## config.mk

```make
export PLATFORM = sky130hd
export DESIGN_NAME = bpu_seq_flat
export DESIGN_NICKNAME = d
export VERILOG_FILES = /design/src/rtl/bpu_seq_if.sv /design/src/rtl/bpu_seq.sv /design/src/flat_wrapper.sv
export SDC_FILE = /design/constraint.sdc
export NUM_CORES = 1
export LEC_CHECK = 0
export BUFFER_PORTS_ARGS = -buffer_cell sky130_fd_sc_hd__buf_2
export CAP_MARGIN = 20
export CELL_PAD_IN_SITES_DETAIL_PLACEMENT = 0
export CELL_PAD_IN_SITES_GLOBAL_PLACEMENT = 1
export CORE_UTILIZATION = 34
export CTS_CLUSTER_DIAMETER = 80
export DETAILED_ROUTE_END_ITERATION = 16
export HOLD_SLACK_MARGIN = 0.1
export PLACE_DENSITY = 0.84
export SLEW_MARGIN = 10
export SYNTH_ARGS = -nofsm -noshare
export SYNTH_HDL_FRONTEND = slang
export SYNTH_SLANG_ARGS = --single-unit
```

## constraint.sdc

```tcl
create_clock -name clk -period 1.6 [get_ports clk]
set_clock_uncertainty 0.1 [all_clocks]
set_input_delay 0.16 -clock clk [delete_from_list [all_inputs] [get_ports clk]]
set_output_delay 0.16 -clock clk [all_outputs]
set_load 0.03 [all_outputs]
```

## src/rtl/bpu_seq_if.sv

```systemverilog
// ---------------------------------------------------------------------------
// bpu_seq_if
//   Bus bundle between the BPU sequencer and its surroundings.
//   Groups three streams and the BPU-facing control lines:
//     weight in   : wgt_in_valid / wgt_in_data  -> wgt_in_ready
//     image in    : img_valid                   -> img_ready
//     result out  : out_valid / out_psum / out_bit <- out_ready
//     BPU control : bpu_instruction, bpu_wgt_en, bpu_wgt_input, bpu_height
//                   (outputs) and bpu_popcnt_add (accumulator readback)
//   Modports:
//     master : the sequencer side
//     slave  : the environment side (weight source, image source, sink, BPU)
// ---------------------------------------------------------------------------
interface bpu_seq_if;
   // weight row stream
   logic       wgt_in_valid;
   logic [6:0] wgt_in_data;
   logic       wgt_in_ready;
   // image window handshake (window data itself sits on the BPU img bus)
   logic       img_valid;
   logic       img_ready;
   // BPU control and accumulator readback
   logic [4:0] bpu_instruction;
   logic       bpu_wgt_en;
   logic [6:0] bpu_wgt_input;
   logic [2:0] bpu_height;
   logic [6:0] bpu_popcnt_add;
   // result stream
   logic       out_valid;
   logic       out_ready;
   logic [6:0] out_psum;
   logic       out_bit;

   modport master (
      input  wgt_in_valid, wgt_in_data, img_valid, bpu_popcnt_add, out_ready,
      output wgt_in_ready, img_ready, bpu_instruction, bpu_wgt_en,
             bpu_wgt_input, bpu_height, out_valid, out_psum, out_bit
   );

   modport slave (
      output wgt_in_valid, wgt_in_data, img_valid, bpu_popcnt_add, out_ready,
      input  wgt_in_ready, img_ready, bpu_instruction, bpu_wgt_en,
             bpu_wgt_input, bpu_height, out_valid, out_psum, out_bit
   );
endinterface

```

## src/rtl/bpu_seq.sv

```systemverilog
// ---------------------------------------------------------------------------
// bpu_seq
//   Sequencer and result stage around one BPU 7x7 binary-convolution unit.
//   A job optionally loads 7 weight rows into the BPU, then for each of
//   NUM_PIX image windows issues psum-reset, one psum-add per row, captures
//   the signed accumulator, binarises it against a threshold and offers the
//   result downstream with a valid/ready handshake.
//
//   Parameters:
//     NUM_PIX : windows per job (1..1023)
//     CW      : pixel counter width, 2**CW > NUM_PIX
//
//   Ports:
//     clk, rst   : clock, synchronous active-high reset
//     start      : job start pulse, honoured only when idle
//     height     : rows/cols per window (1..7), sampled at start
//     threshold  : signed binarisation threshold, sampled at start
//     reuse_wgt  : sampled at start; 1 skips the weight load
//     busy       : high whenever a job is in progress
//     done       : one-cycle pulse after the last result handshake
//     bus        : weight / image / result streams and BPU control
// ---------------------------------------------------------------------------
module bpu_seq #(
   parameter int NUM_PIX = 16,
   parameter int CW      = 10
) (
   input  logic       clk,
   input  logic       rst,
   input  logic       start,
   input  logic [2:0] height,
   input  logic [6:0] threshold,
   input  logic       reuse_wgt,
   output logic       busy,
   output logic       done,
   bpu_seq_if.master  bus
);

   typedef enum logic [2:0] {
      S_IDLE,
      S_LOADW,
      S_CLR,
      S_ACC,
      S_CAP,
      S_OUT,
      S_FIN
   } state_t;

   // BPU instruction encoding: {psum_add, lut_sel[2:0], psum_rst}
   localparam logic [4:0] INSTR_NOP = 5'b00000;
   localparam logic [4:0] INSTR_CLR = 5'b00001;

   // Weight rows per load; the BPU shift register always takes all 7
   // rows no matter how many the window height actually uses.
   localparam logic [2:0] LAST_WGT = 3'd6;

   state_t        state_q, state_d;
   logic [2:0]    height_q, height_d;
   logic [6:0]    thr_q, thr_d;
   logic          reuse_q, reuse_d;
   logic [2:0]    wcnt_q, wcnt_d;
   logic [2:0]    row_q, row_d;
   logic [CW-1:0] pix_q, pix_d;
   logic          ov_q, ov_d;
   logic [6:0]    psum_q, psum_d;
   logic          bit_q, bit_d;

   logic [2:0]    last_row;
   logic [CW-1:0] pix_inc;

   // height_q is non-zero whenever ACC is reachable, so no underflow here
   assign last_row = height_q - 3'd1;
   assign pix_inc  = pix_q + CW'(1);

   // ------------------------------------------------------------------
   // State and datapath registers
   // ------------------------------------------------------------------
   always_ff @(posedge clk) begin
      if (rst) begin
         state_q  <= S_IDLE;
         height_q <= '0;
         thr_q    <= '0;
         reuse_q  <= 1'b0;
         wcnt_q   <= '0;
         row_q    <= '0;
         pix_q    <= '0;
         ov_q     <= 1'b0;
         psum_q   <= '0;
         bit_q    <= 1'b0;
      end else begin
         state_q  <= state_d;
         height_q <= height_d;
         thr_q    <= thr_d;
         reuse_q  <= reuse_d;
         wcnt_q   <= wcnt_d;
         row_q    <= row_d;
         pix_q    <= pix_d;
         ov_q     <= ov_d;
         psum_q   <= psum_d;
         bit_q    <= bit_d;
      end
   end

   // ------------------------------------------------------------------
   // Next-state and output decode
   // ------------------------------------------------------------------
   always_comb begin
      state_d  = state_q;
      height_d = height_q;
      thr_d    = thr_q;
      reuse_d  = reuse_q;
      wcnt_d   = wcnt_q;
      row_d    = row_q;
      pix_d    = pix_q;
      ov_d     = ov_q;
      psum_d   = psum_q;
      bit_d    = bit_q;

      done                = 1'b0;
      bus.wgt_in_ready    = 1'b0;
      bus.bpu_wgt_en      = 1'b0;
      bus.bpu_wgt_input   = '0;
      bus.img_ready       = 1'b0;
      bus.bpu_instruction = INSTR_NOP;

      unique case (state_q)
         S_IDLE: begin
            // a zero-height window has no rows to sequence: drop the start
            if (start && (height != 3'd0)) begin
               height_d = height;
               thr_d    = threshold;
               reuse_d  = reuse_wgt;
               pix_d    = '0;
               wcnt_d   = '0;
               state_d  = reuse_wgt ? S_CLR : S_LOADW;
            end
         end

         S_LOADW: begin
            // weight rows flow straight through into the BPU shift register
            bus.wgt_in_ready  = 1'b1;
            bus.bpu_wgt_en    = bus.wgt_in_valid;
            bus.bpu_wgt_input = bus.wgt_in_data;
            if (bus.wgt_in_valid) begin
               if (wcnt_q == LAST_WGT) begin
                  wcnt_d  = '0;
                  state_d = S_CLR;
               end else begin
                  wcnt_d = wcnt_q + 3'd1;
               end
            end
         end

         S_CLR: begin
            // psum reset is held until a window shows up
            bus.bpu_instruction = INSTR_CLR;
            if (bus.img_valid) begin
               row_d   = '0;
               state_d = S_ACC;
            end
         end

         S_ACC: begin
            bus.bpu_instruction = {1'b1, row_q, 1'b0};
            row_d               = row_q + 3'd1;
            // the window is released on its last row; the BPU has already
            // sampled every row it needs by the end of this cycle
            if (row_q == last_row) begin
               bus.img_ready = 1'b1;
               state_d       = S_CAP;
            end
         end

         S_CAP: begin
            // accumulator now includes the final row's add
            psum_d  = bus.bpu_popcnt_add;
            bit_d   = ($signed(bus.bpu_popcnt_add) >= $signed(thr_q));
            ov_d    = 1'b1;
            state_d = S_OUT;
         end

         S_OUT: begin
            if (bus.out_ready) begin
               ov_d  = 1'b0;
               pix_d = pix_inc;
               if (pix_inc == CW'(NUM_PIX)) state_d = S_FIN;
               else                         state_d = S_CLR;
            end
         end

         S_FIN: begin
            done    = 1'b1;
            state_d = S_IDLE;
         end

         default: state_d = S_IDLE;
      endcase
   end

   assign busy           = (state_q != S_IDLE);
   assign bus.bpu_height = height_q;
   assign bus.out_valid  = ov_q;
   assign bus.out_psum   = psum_q;
   assign bus.out_bit    = bit_q;

endmodule

```

## src/flat_wrapper.sv

```systemverilog
// flat-port wrapper written by rule: the top's interface ports become plain ports
module bpu_seq_flat 
#(
   parameter int NUM_PIX = 16,
   parameter int CW      = 10
)
  (clk, rst, start, height, threshold, reuse_wgt, busy, done, bus_wgt_in_valid, bus_wgt_in_data, bus_img_valid, bus_bpu_popcnt_add, bus_out_ready, bus_wgt_in_ready, bus_img_ready, bus_bpu_instruction, bus_bpu_wgt_en, bus_bpu_wgt_input, bus_bpu_height, bus_out_valid, bus_out_psum, bus_out_bit);
  bpu_seq_if bus_i ();
  input  logic clk;
  input  logic rst;
  input  logic start;
  input  logic [2:0] height;
  input  logic [6:0] threshold;
  input  logic reuse_wgt;
  output logic busy;
  output logic done;
  input wire logic [$bits(bus_i.wgt_in_valid)-1:0] bus_wgt_in_valid;
  input wire logic [$bits(bus_i.wgt_in_data)-1:0] bus_wgt_in_data;
  input wire logic [$bits(bus_i.img_valid)-1:0] bus_img_valid;
  input wire logic [$bits(bus_i.bpu_popcnt_add)-1:0] bus_bpu_popcnt_add;
  input wire logic [$bits(bus_i.out_ready)-1:0] bus_out_ready;
  output wire logic [$bits(bus_i.wgt_in_ready)-1:0] bus_wgt_in_ready;
  output wire logic [$bits(bus_i.img_ready)-1:0] bus_img_ready;
  output wire logic [$bits(bus_i.bpu_instruction)-1:0] bus_bpu_instruction;
  output wire logic [$bits(bus_i.bpu_wgt_en)-1:0] bus_bpu_wgt_en;
  output wire logic [$bits(bus_i.bpu_wgt_input)-1:0] bus_bpu_wgt_input;
  output wire logic [$bits(bus_i.bpu_height)-1:0] bus_bpu_height;
  output wire logic [$bits(bus_i.out_valid)-1:0] bus_out_valid;
  output wire logic [$bits(bus_i.out_psum)-1:0] bus_out_psum;
  output wire logic [$bits(bus_i.out_bit)-1:0] bus_out_bit;
  assign bus_i.wgt_in_valid = bus_wgt_in_valid;
  assign bus_i.wgt_in_data = bus_wgt_in_data;
  assign bus_i.img_valid = bus_img_valid;
  assign bus_i.bpu_popcnt_add = bus_bpu_popcnt_add;
  assign bus_i.out_ready = bus_out_ready;
  assign bus_wgt_in_ready = bus_i.wgt_in_ready;
  assign bus_img_ready = bus_i.img_ready;
  assign bus_bpu_instruction = bus_i.bpu_instruction;
  assign bus_bpu_wgt_en = bus_i.bpu_wgt_en;
  assign bus_bpu_wgt_input = bus_i.bpu_wgt_input;
  assign bus_bpu_height = bus_i.bpu_height;
  assign bus_out_valid = bus_i.out_valid;
  assign bus_out_psum = bus_i.out_psum;
  assign bus_out_bit = bus_i.out_bit;
  bpu_seq #(.NUM_PIX(NUM_PIX), .CW(CW)) u_core (.clk(clk), .rst(rst), .start(start), .height(height), .threshold(threshold), .reuse_wgt(reuse_wgt), .busy(busy), .done(done), .bus(bus_i));
endmodule
```

==> results of run 1 <==
[routing by layer]
| metal | wire length (um) | vias up |
|---|---|---|
| met2 | 3860 | 53 |
| met1 | 2910 | 1186 |
| met5 | 0 | - |
| li1 | - | 1277 |
| met3 | 229 | 6 |
| met4 | 50 | 0 |
[power by group]
part	internal (mW)	switching, mW
registers	1.05	0.0915
clock network	0.403	0.376
logic	1.31	1.22
total	2.76	1.69
[layout by cell type, fill, tap and decap left out, types with 10 or more instances in the layout]
master          n
nand3_1        12
dlygate4sd3_1  18
dfxtp_1        27
a21oi_2        10
buf_4          57
a21oi_1        15
nor2_1         16
buf_2          43
buf_6          27
nand2_1        29
[registers in the layout, indices dropped and copies added, names as in the netlist]
signal	cells
u_core.bus.bpu_height	3
u_core.bus.out_bit	1
u_core.bus.out_psum	7
u_core.bus.out_valid	1
u_core.pix_q	10
u_core.row_q	3
u_core.state_q	3
u_core.thr_q	7
u_core.wcnt_q	3
[layout make-up]
type                            instances  area share, %
Clock buffer                            6           2.45
Clock inverter                          2          0.359
Inverter                               14           1.63
Multi-Input combinational cell        217           42.2
Sequential cell                        38           20.6
Tap cell                               77           2.51
Timing Repair Buffer                  147           30.3
[critical path, stage by stage, from the launching register on]
cell     delay [ns]
dfxtp_4        0.35
inv_4          0.05
ha_4           0.12
xor3_2         0.28
nor4_4         0.27
buf_6          0.16
[worst max path at each step]
stage               cells after the start                                   from                             end  slack, ns
global route                            5  u_core.bus.bpu_height[1]$_SDFFE_PP0P_                   bus_img_ready      -0.27
finish                                  5  u_core.bus.bpu_height[1]$_SDFFE_PP0P_                   bus_img_ready      -0.19
detailed placement                      7           u_core.pix_q[1]$_SDFFE_PP0P_  u_core.state_q[2]$_SDFFE_PP0P_      -0.20
CTS                                     6  u_core.bus.bpu_height[1]$_SDFFE_PP0P_                   bus_img_ready      -0.24
floorplan                               7  u_core.bus.bpu_height[1]$_SDFFE_PP0P_  u_core.state_q[1]$_SDFFE_PP0P_      -0.07
global placement                        7           u_core.pix_q[1]$_SDFFE_PP0P_  u_core.state_q[2]$_SDFFE_PP0P_      -0.15
[kinds of logic (layout without fill, tap and decap cells)]
| family | after synthesis | in the layout |
|---|---|---|
| simple gates | 128 | 128 |
| compound gates | 63 | 63 |
| flops | 38 | 38 |
| buf+inv | 28 | 169 |
| fa+ha+maj | 11 | 11 |
| mux | 9 | 9 |
| xor+xnor | 6 | 6 |
[repair_timing]
| item | CTS | global route |
|---|---|---|
| pin swaps | 14 | 33 |
| resized for setup | 38 | 91 |
| hold buffers | 18 | 0 |
| setup endpoints to repair | 29 | 35 |
| endpoints found under the hold margin | 17 | 0 |
| setup buffers | 13 | 7 |
| gates cloned | 0 | 1 |
==> impl_results.md, run 1 <==
* Endpoints failing setup at 12
* Width of the die at 83 um
* Portion of the post-synthesis area used by sequential elements at between 30% and 40%
* Setup CP Type: register to primary output
* Final worst path period need at around 1.8 ns
* CTS Buf Count at 5
* Sequential cell area in the final layout at roughly 790 um^2
* Final-report max-slew violation count at 0
* Leakage power at 1.66 nW
* Synth Register Bits at 38
* Placed cell area at a little over 0.003 mm^2
* Wire length of the first global-routing pass at around 11000 um
* Data required time at the worst endpoint at about 1.3 ns
* Highest clock rate at 0.560 GHz
* Actual transition at the worst max-transition pin at about 0.31 ns
* PortBufs at slightly below 60
* Endpoint of the worst-slack reg-to-reg timing path: u_core.state_q[0]$_SDFFE_PP0P_
* Max Cap Viol at 0
* Detailed-placement wirelength estimate at 4530 um
* Setup slack at placement at -0.198 ns
* Die height at a little over 80 um
* Starting density of the core at between 30% and 40%
* Layer with the highest usage after global routing: met2
* Commonest cells post-synth: nand2_1 (39), dfxtp_1 (38), a21oi_1 (25)
* Depth of the worst hold-timing path at 2
* Fillcell total at approximately 510
* Top cell type by total area after synthesis: dfxtp_1
* Hold worst-path end: u_core.pix_q[4]$_SDFFE_PP0P_
* Number of remaining DRC errors at 0
* Final RePlAce weighted congestion at a little under 0.9
* Pin count of the biggest net entering global routing at 19
* Area of the die at a little under 0.007 mm^2
* Final global-route overflow total at 0
* Layout cell share with drive strength beyond 1 at 51.4%
* Row Count at 29
* Global routing met1 resource utilization at between 20 and 25%
* Latest clock arrival within the worst-skew pair at 0.29 ns
* First-pass detailed-route iteration total at 4
* Fraction of met2 tracks used by global routing at between 30% and 40%
* Number of different library cells in the post-synthesis netlist at 48
* Number of antenna violations at the first check in global routing at 0
* Clock transition time at the flip-flop clock pins of the worst setup and hold paths at roughly 0.080 ns
* Final design instance area without fill at ~0.0038 mm^2
* Launch instance of the worst register-to-register path: u_core.bus.bpu_height[1]$_SDFFE_PP0P_
* Number of nets still failing antenna checks after routing at 0
* RSZ-0062 raised after global routing: yes
* Worst slew margin relative to its limit at around four fifths
* Post-synth design cell area at between 0.002 and 0.0025 mm^2
* Total Routing Usage GR at about a fifth
* Endpoint class of the critical path: primary output
* Area of the placeable core at approximately 0.0063 mm^2
* Most instantiated library cell after synthesis: nand2_1
* Synthesized netlist cell count at approximately 280
* Avg Cell Area, Syn at 7.88 um^2
* Largest fanout on the critical path at 2
* Biggest area contributors in the synthesized netlist: dfxtp_1 (34%), nand2_1 (6.6%), ha_1 (6.2%)
* Root buf cell: clkbuf_8
* Failing checks: negative setup slack
* Compound-Gate Fraction of Synth Area at ~17%
* Worst Hold Launch: rst
* Post-route setup slack at -0.186 ns
* Arrival time at the worst endpoint at roughly 1.5 ns
* Fraction of met3 tracks used by global routing at 2.88%
* Detail-routed via count per cell at ~5.0
* Primary flip-flop cell chosen by synthesis mapping: dfxtp_1
* Final-stage net count at between 400 and 500
* Maximum vdd ir drop at just over 1 mV
* Crit share post-route at 112%
* Worst setup slack for register-to-register paths at -0.13 ns
* Simple-gate share of the synthesized area at 29.9%
* Area grow syn2layout at 72.0%
* Yosys synthesis warning count at 0
* Post-Route Hold Slack at 0.125 ns
* Portion of netlist area occupied by mux cells at between 4 and 5%
* Xor-xnor portion of the synthesized cell area at just over 3%
* Sort of element at the start of the critical path: register
* Total routed wirelength at 7050 um
* Ratio of total power to cell area at 1160 mW/mm^2
* Number of cells after detailed placement at between 400 and 500
* Number of flops mapped to enable cells by yosys at 0
* Non-filler cells, final at 501
* FF-to-FF path depth at 7
* Post-Syn Nets at approximately 330
* Vias in the first global route at between 2000 and 2500
* Adder-cell area share of the yosys netlist at under 10%
* Worst hold path class: input pin to register
* Asr flop ratio synth at 0%
* Routed vias at between 2000 and 3000
* Post-Route Setup TNS at -1.04 ns
* Run status: complete, but fails checks
* Final antenna diode count at 0
* Share of Yosys cell area claimed by the top area cell type at about a third
* Routed wirelength normalized by instance count at 14.1 um
* Area of the multi-input gates at around 0.0016 mm^2
* Clock tree from TritonCTS: done
* Overall power of the completed layout at 4.45 mW
* Number of DRC markers in iteration 0 at 105
* Clock Path Buffers at 2
* Number of sinks driven by the clock tree at 38
* Number of levels the H-tree was split into at 2
* Combinational family with the most area after synthesis: simple AND/OR/NAND/NOR gates
* Final core utilization at between 60 and 70%
* IO Pins at 60
* Count of final hold-check violations at 0
Power figures use the tool's default switching activity.
==> run 2, diff against run 1 <==
--- a/config.mk
+++ b/config.mk
@@ -9,6 +9,7 @@
 export CAP_MARGIN = 20
 export CELL_PAD_IN_SITES_DETAIL_PLACEMENT = 0
 export CELL_PAD_IN_SITES_GLOBAL_PLACEMENT = 1
+export CORE_ASPECT_RATIO = 1.75
 export CORE_UTILIZATION = 34
 export CTS_CLUSTER_DIAMETER = 80
 export DETAILED_ROUTE_END_ITERATION = 16
==> run 2 against run 1 <==
The flow still finishes with violations (negative setup slack); register-to-register slack worse by 0.08 ns; wire length about the same; setup slack got worse by 0.073 ns; final area shrank 0.95%; critical endpoint unchanged; highest routed layer unchanged.
==> impl_results.md, run 2 (synthesis gave the netlist of run 1 again) <==
* Arrival time at the worst endpoint at 1.60 ns (+0.07 ns)
* Area of the die at 0.00690 mm^2 (+0.19%)
* Register share of total power at 25.7% (about the same)
* Number of nets still failing antenna checks after routing at 0 (unchanged)
* Largest fanout on the critical path at 2 (unchanged)
* Layout cell share with drive strength beyond 1 at 48.5% (-2.9 points)
* Final global-route overflow total at 0 (unchanged)
* Wire length of the first global-routing pass at 10900 um (-0.82%)
* Global routing met1 resource utilization at 19.2% (-2.9 points)
* Vias in the first global route at 2469 (-0.44%)
* Row Count at 38 (+31%)
* Final antenna diode count at 0 (unchanged)
* Stage delay of the slowest cell on the critical path at 0.35 ns (about the same)
* PortBufs at 59 (unchanged)
* CTS Buf Count at 5 (unchanged)
* Most frequent standard cell in the layout excluding fill and tap cells: buf_4
* Clock tree from TritonCTS: done
* Ratio of total power to cell area at 1150 mW/mm^2 (-1.0%)
* Register with the most flip-flops: u_core.pix_q
* Number of antenna violations at the first check in global routing at 0 (unchanged)
* Number of remaining DRC errors at 0 (unchanged)
* Cell chain of the critical path: inv_2 -> ha_4 -> xnor2_4 -> buf_6 -> nor4_4 -> buf_4
* Die height at 109 um (+32%)
* Switching power at 1.65 mW (-2.4%)
* Total routed wirelength at 7050 um (about the same)
* Clock Path Buffers at 2 (unchanged)
* Maximum vdd ir drop at 0.841 mV (-19%)
* Worst slew margin relative to its limit at 78.6% (-0.55 points)
* Width of the die at 63.2 um (-24%)
* IO Pins at 60 (unchanged)
* Final worst path period need at 1.86 ns (+0.0729 ns)
* Area of the placeable core at 0.00628 mm^2 (-1.2%)
* Internal power component at 2.72 mW (-1.7%)
* Fraction of met2 tracks used by global routing at 39.6% (+4.2 points)
* Non-filler cells, final at 505 (+0.80%)
* Number of levels the H-tree was split into at 2 (unchanged)
* Final-stage net count at 466 (+0.22%)
* Setup CP Type: register to primary output
* Pin count of the biggest net entering global routing at 20 (+1)
* Highest clock rate at 0.538 GHz (-3.9%)
* Number of DRC markers in iteration 0 at 145 (+38%)
* Run status: complete, but fails checks
* Starting density of the core at 35.5% (+0.41 points)
* Max Cap Viol at 0 (unchanged)
* Post-route setup slack at -0.259 ns (-0.0729 ns)
* Routed vias at 2575 (+2.1%)
* Worst hold path class: input pin to register
* Endpoints failing setup at 16 (+4)
* Worst setup slack for register-to-register paths at -0.21 ns (-0.08 ns)
* Clock power share at 17.1% (-0.4 points)
* Clock transition time at the flip-flop clock pins of the worst setup and hold paths at 0.08 ns (about the same)
* Total Routing Usage GR at 19.9% (+0.94 points)
* Area grow syn2layout at 70.4%
* Latest clock arrival within the worst-skew pair at 0.29 ns (about the same)
* Leakage power at 1.68 nW (+0.84%)
* Layer with the highest usage after global routing: met2
* Failing checks: negative setup slack
* Fraction of met3 tracks used by global routing at 2.62% (-0.27 points)
* Root buf cell: clkbuf_8
* Endpoint class of the critical path: primary output
* Detail-routed via count per cell at 5.10 (+1.3%)
* Combinational power share at 57.3% (+0.5 points)
* RSZ-0062 raised after global routing: yes
* Number of flip-flops under the largest register name at 10 (unchanged)
* Slowest stage cell, crit path: dfxtp_4
* Post-Route Setup TNS at -1.53 ns (-0.482 ns)
* Number of sinks driven by the clock tree at 38 (unchanged)
* Switching fraction of total power at 37.8% (-0.16 points)
* Count of final hold-check violations at 0 (unchanged)
* Routed wirelength normalized by instance count at 14.0 um (-0.75%)
* Final-report max-slew violation count at 0 (unchanged)
* Number of cells after detailed placement at 465 (+2.2%)
* Crit share post-route at 116% (+4.6 points)
* Leading cell types in the layout, fill and taps excluded: buf_4 (59), buf_2 (43), nand2_1 (35)
* Data required time at the worst endpoint at 1.34 ns (about the same)
* Final RePlAce weighted congestion at 0.891 (+3.0%)
* Detailed-placement wirelength estimate at 4750 um (+4.8%)
* First-pass detailed-route iteration total at 4 (unchanged)
* Actual transition at the worst max-transition pin at 0.320 ns (+0.00821 ns)
* Overall power of the completed layout at 4.37 mW (-1.9%)
* Sort of element at the start of the critical path: register
* Fillcell total at 561 (+11%)
run 2: cell count changes in the layout (fill, tap and decap cells not counted), moves of 4 or more:
cell	before	now
a21oi_1	15	21
a21oi_2	10	4
and2_1	5	1
and2_4	8	12
nand2_1	29	35
nand2_2	8	4
run 2: repair_timing:
item	in CTS	in global routing
pin swaps	11	25
endpoints found under the setup margin	24	37
buffers inserted	7	9
cloned	1	0
resized for setup	57	46
hold buffers	18	0
hold endpoints to repair	17	0
run 2: power by group through the flow:
stage          Sequential, mW  Combinational, mW  Clock [mW]
6_report                 1.12               2.50       0.745
2_1_floorplan            1.15               1.16           0
4_1_cts                  1.13               2.18       0.766
5_1_grt                  1.13               2.68       0.800
3_5_place_dp             1.14               1.87           0
3_3_place_gp             1.14               1.85           0
run 2: area by class of cell:
cell class              count  area, um^2  area share [%]
repair buffers            148        1170            30.7
flip-flops and latches     38         788            20.7
inverters                  14        55.1            1.45
clock buffers               6        93.8            2.47
multi-input cells         217        1590            41.7
clock inverters             2        10.0           0.263
well taps                  80         100            2.63
run 2: worst paths after layout:
path	from	endpoint	cells past startpoint
setup / recovery	u_core.bus.bpu_height[0]$_SDFFE_PP0P_	bus_img_ready	6
hold / removal	bus_img_valid	u_core.row_q[1]$_SDFFE_PP0P_	4
hold reg to reg	u_core.bus.out_psum[2]$_SDFFE_PP0P_	u_core.bus.out_psum[2]$_SDFFE_PP0P_	2
setup reg to reg	u_core.pix_q[1]$_SDFFE_PP0P_	u_core.state_q[2]$_SDFFE_PP0P_	7
run 2: layer usage:
layer / wire length (um) / up-vias
li1: - / 1278
met3: 163 / 16
met2: 4060 / 51
met5: 0 / -
met1: 2640 / 1230
met4: 193 / 0
run 2: stage by stage:
stage | area, um^2 | hold slack [ns] | setup slack (ns) | utilization (%)
6_report | 3800 | 0.127 | -0.259 | 60.6
5_1_grt | 3800 | 0.146 | -0.342 | 60.6
4_1_cts | 3590 | 0.121 | -0.325 | 57.3
3_5_place_dp | 3090 | 0.301 | -0.293 | 49.2
3_3_place_gp | 3090 | 0.292 | -0.246 | 49.2
2_1_floorplan | 2310 | 0.196 | -0.0653 | -
run 2: critical path: cells and delay by family (launching register included):
family	cells	cell delay [ns]
xor+xnor	1	0.13
flops	1	0.35
fa+ha+maj	1	0.25
simple gates	1	0.20
buf+inv	3	0.37
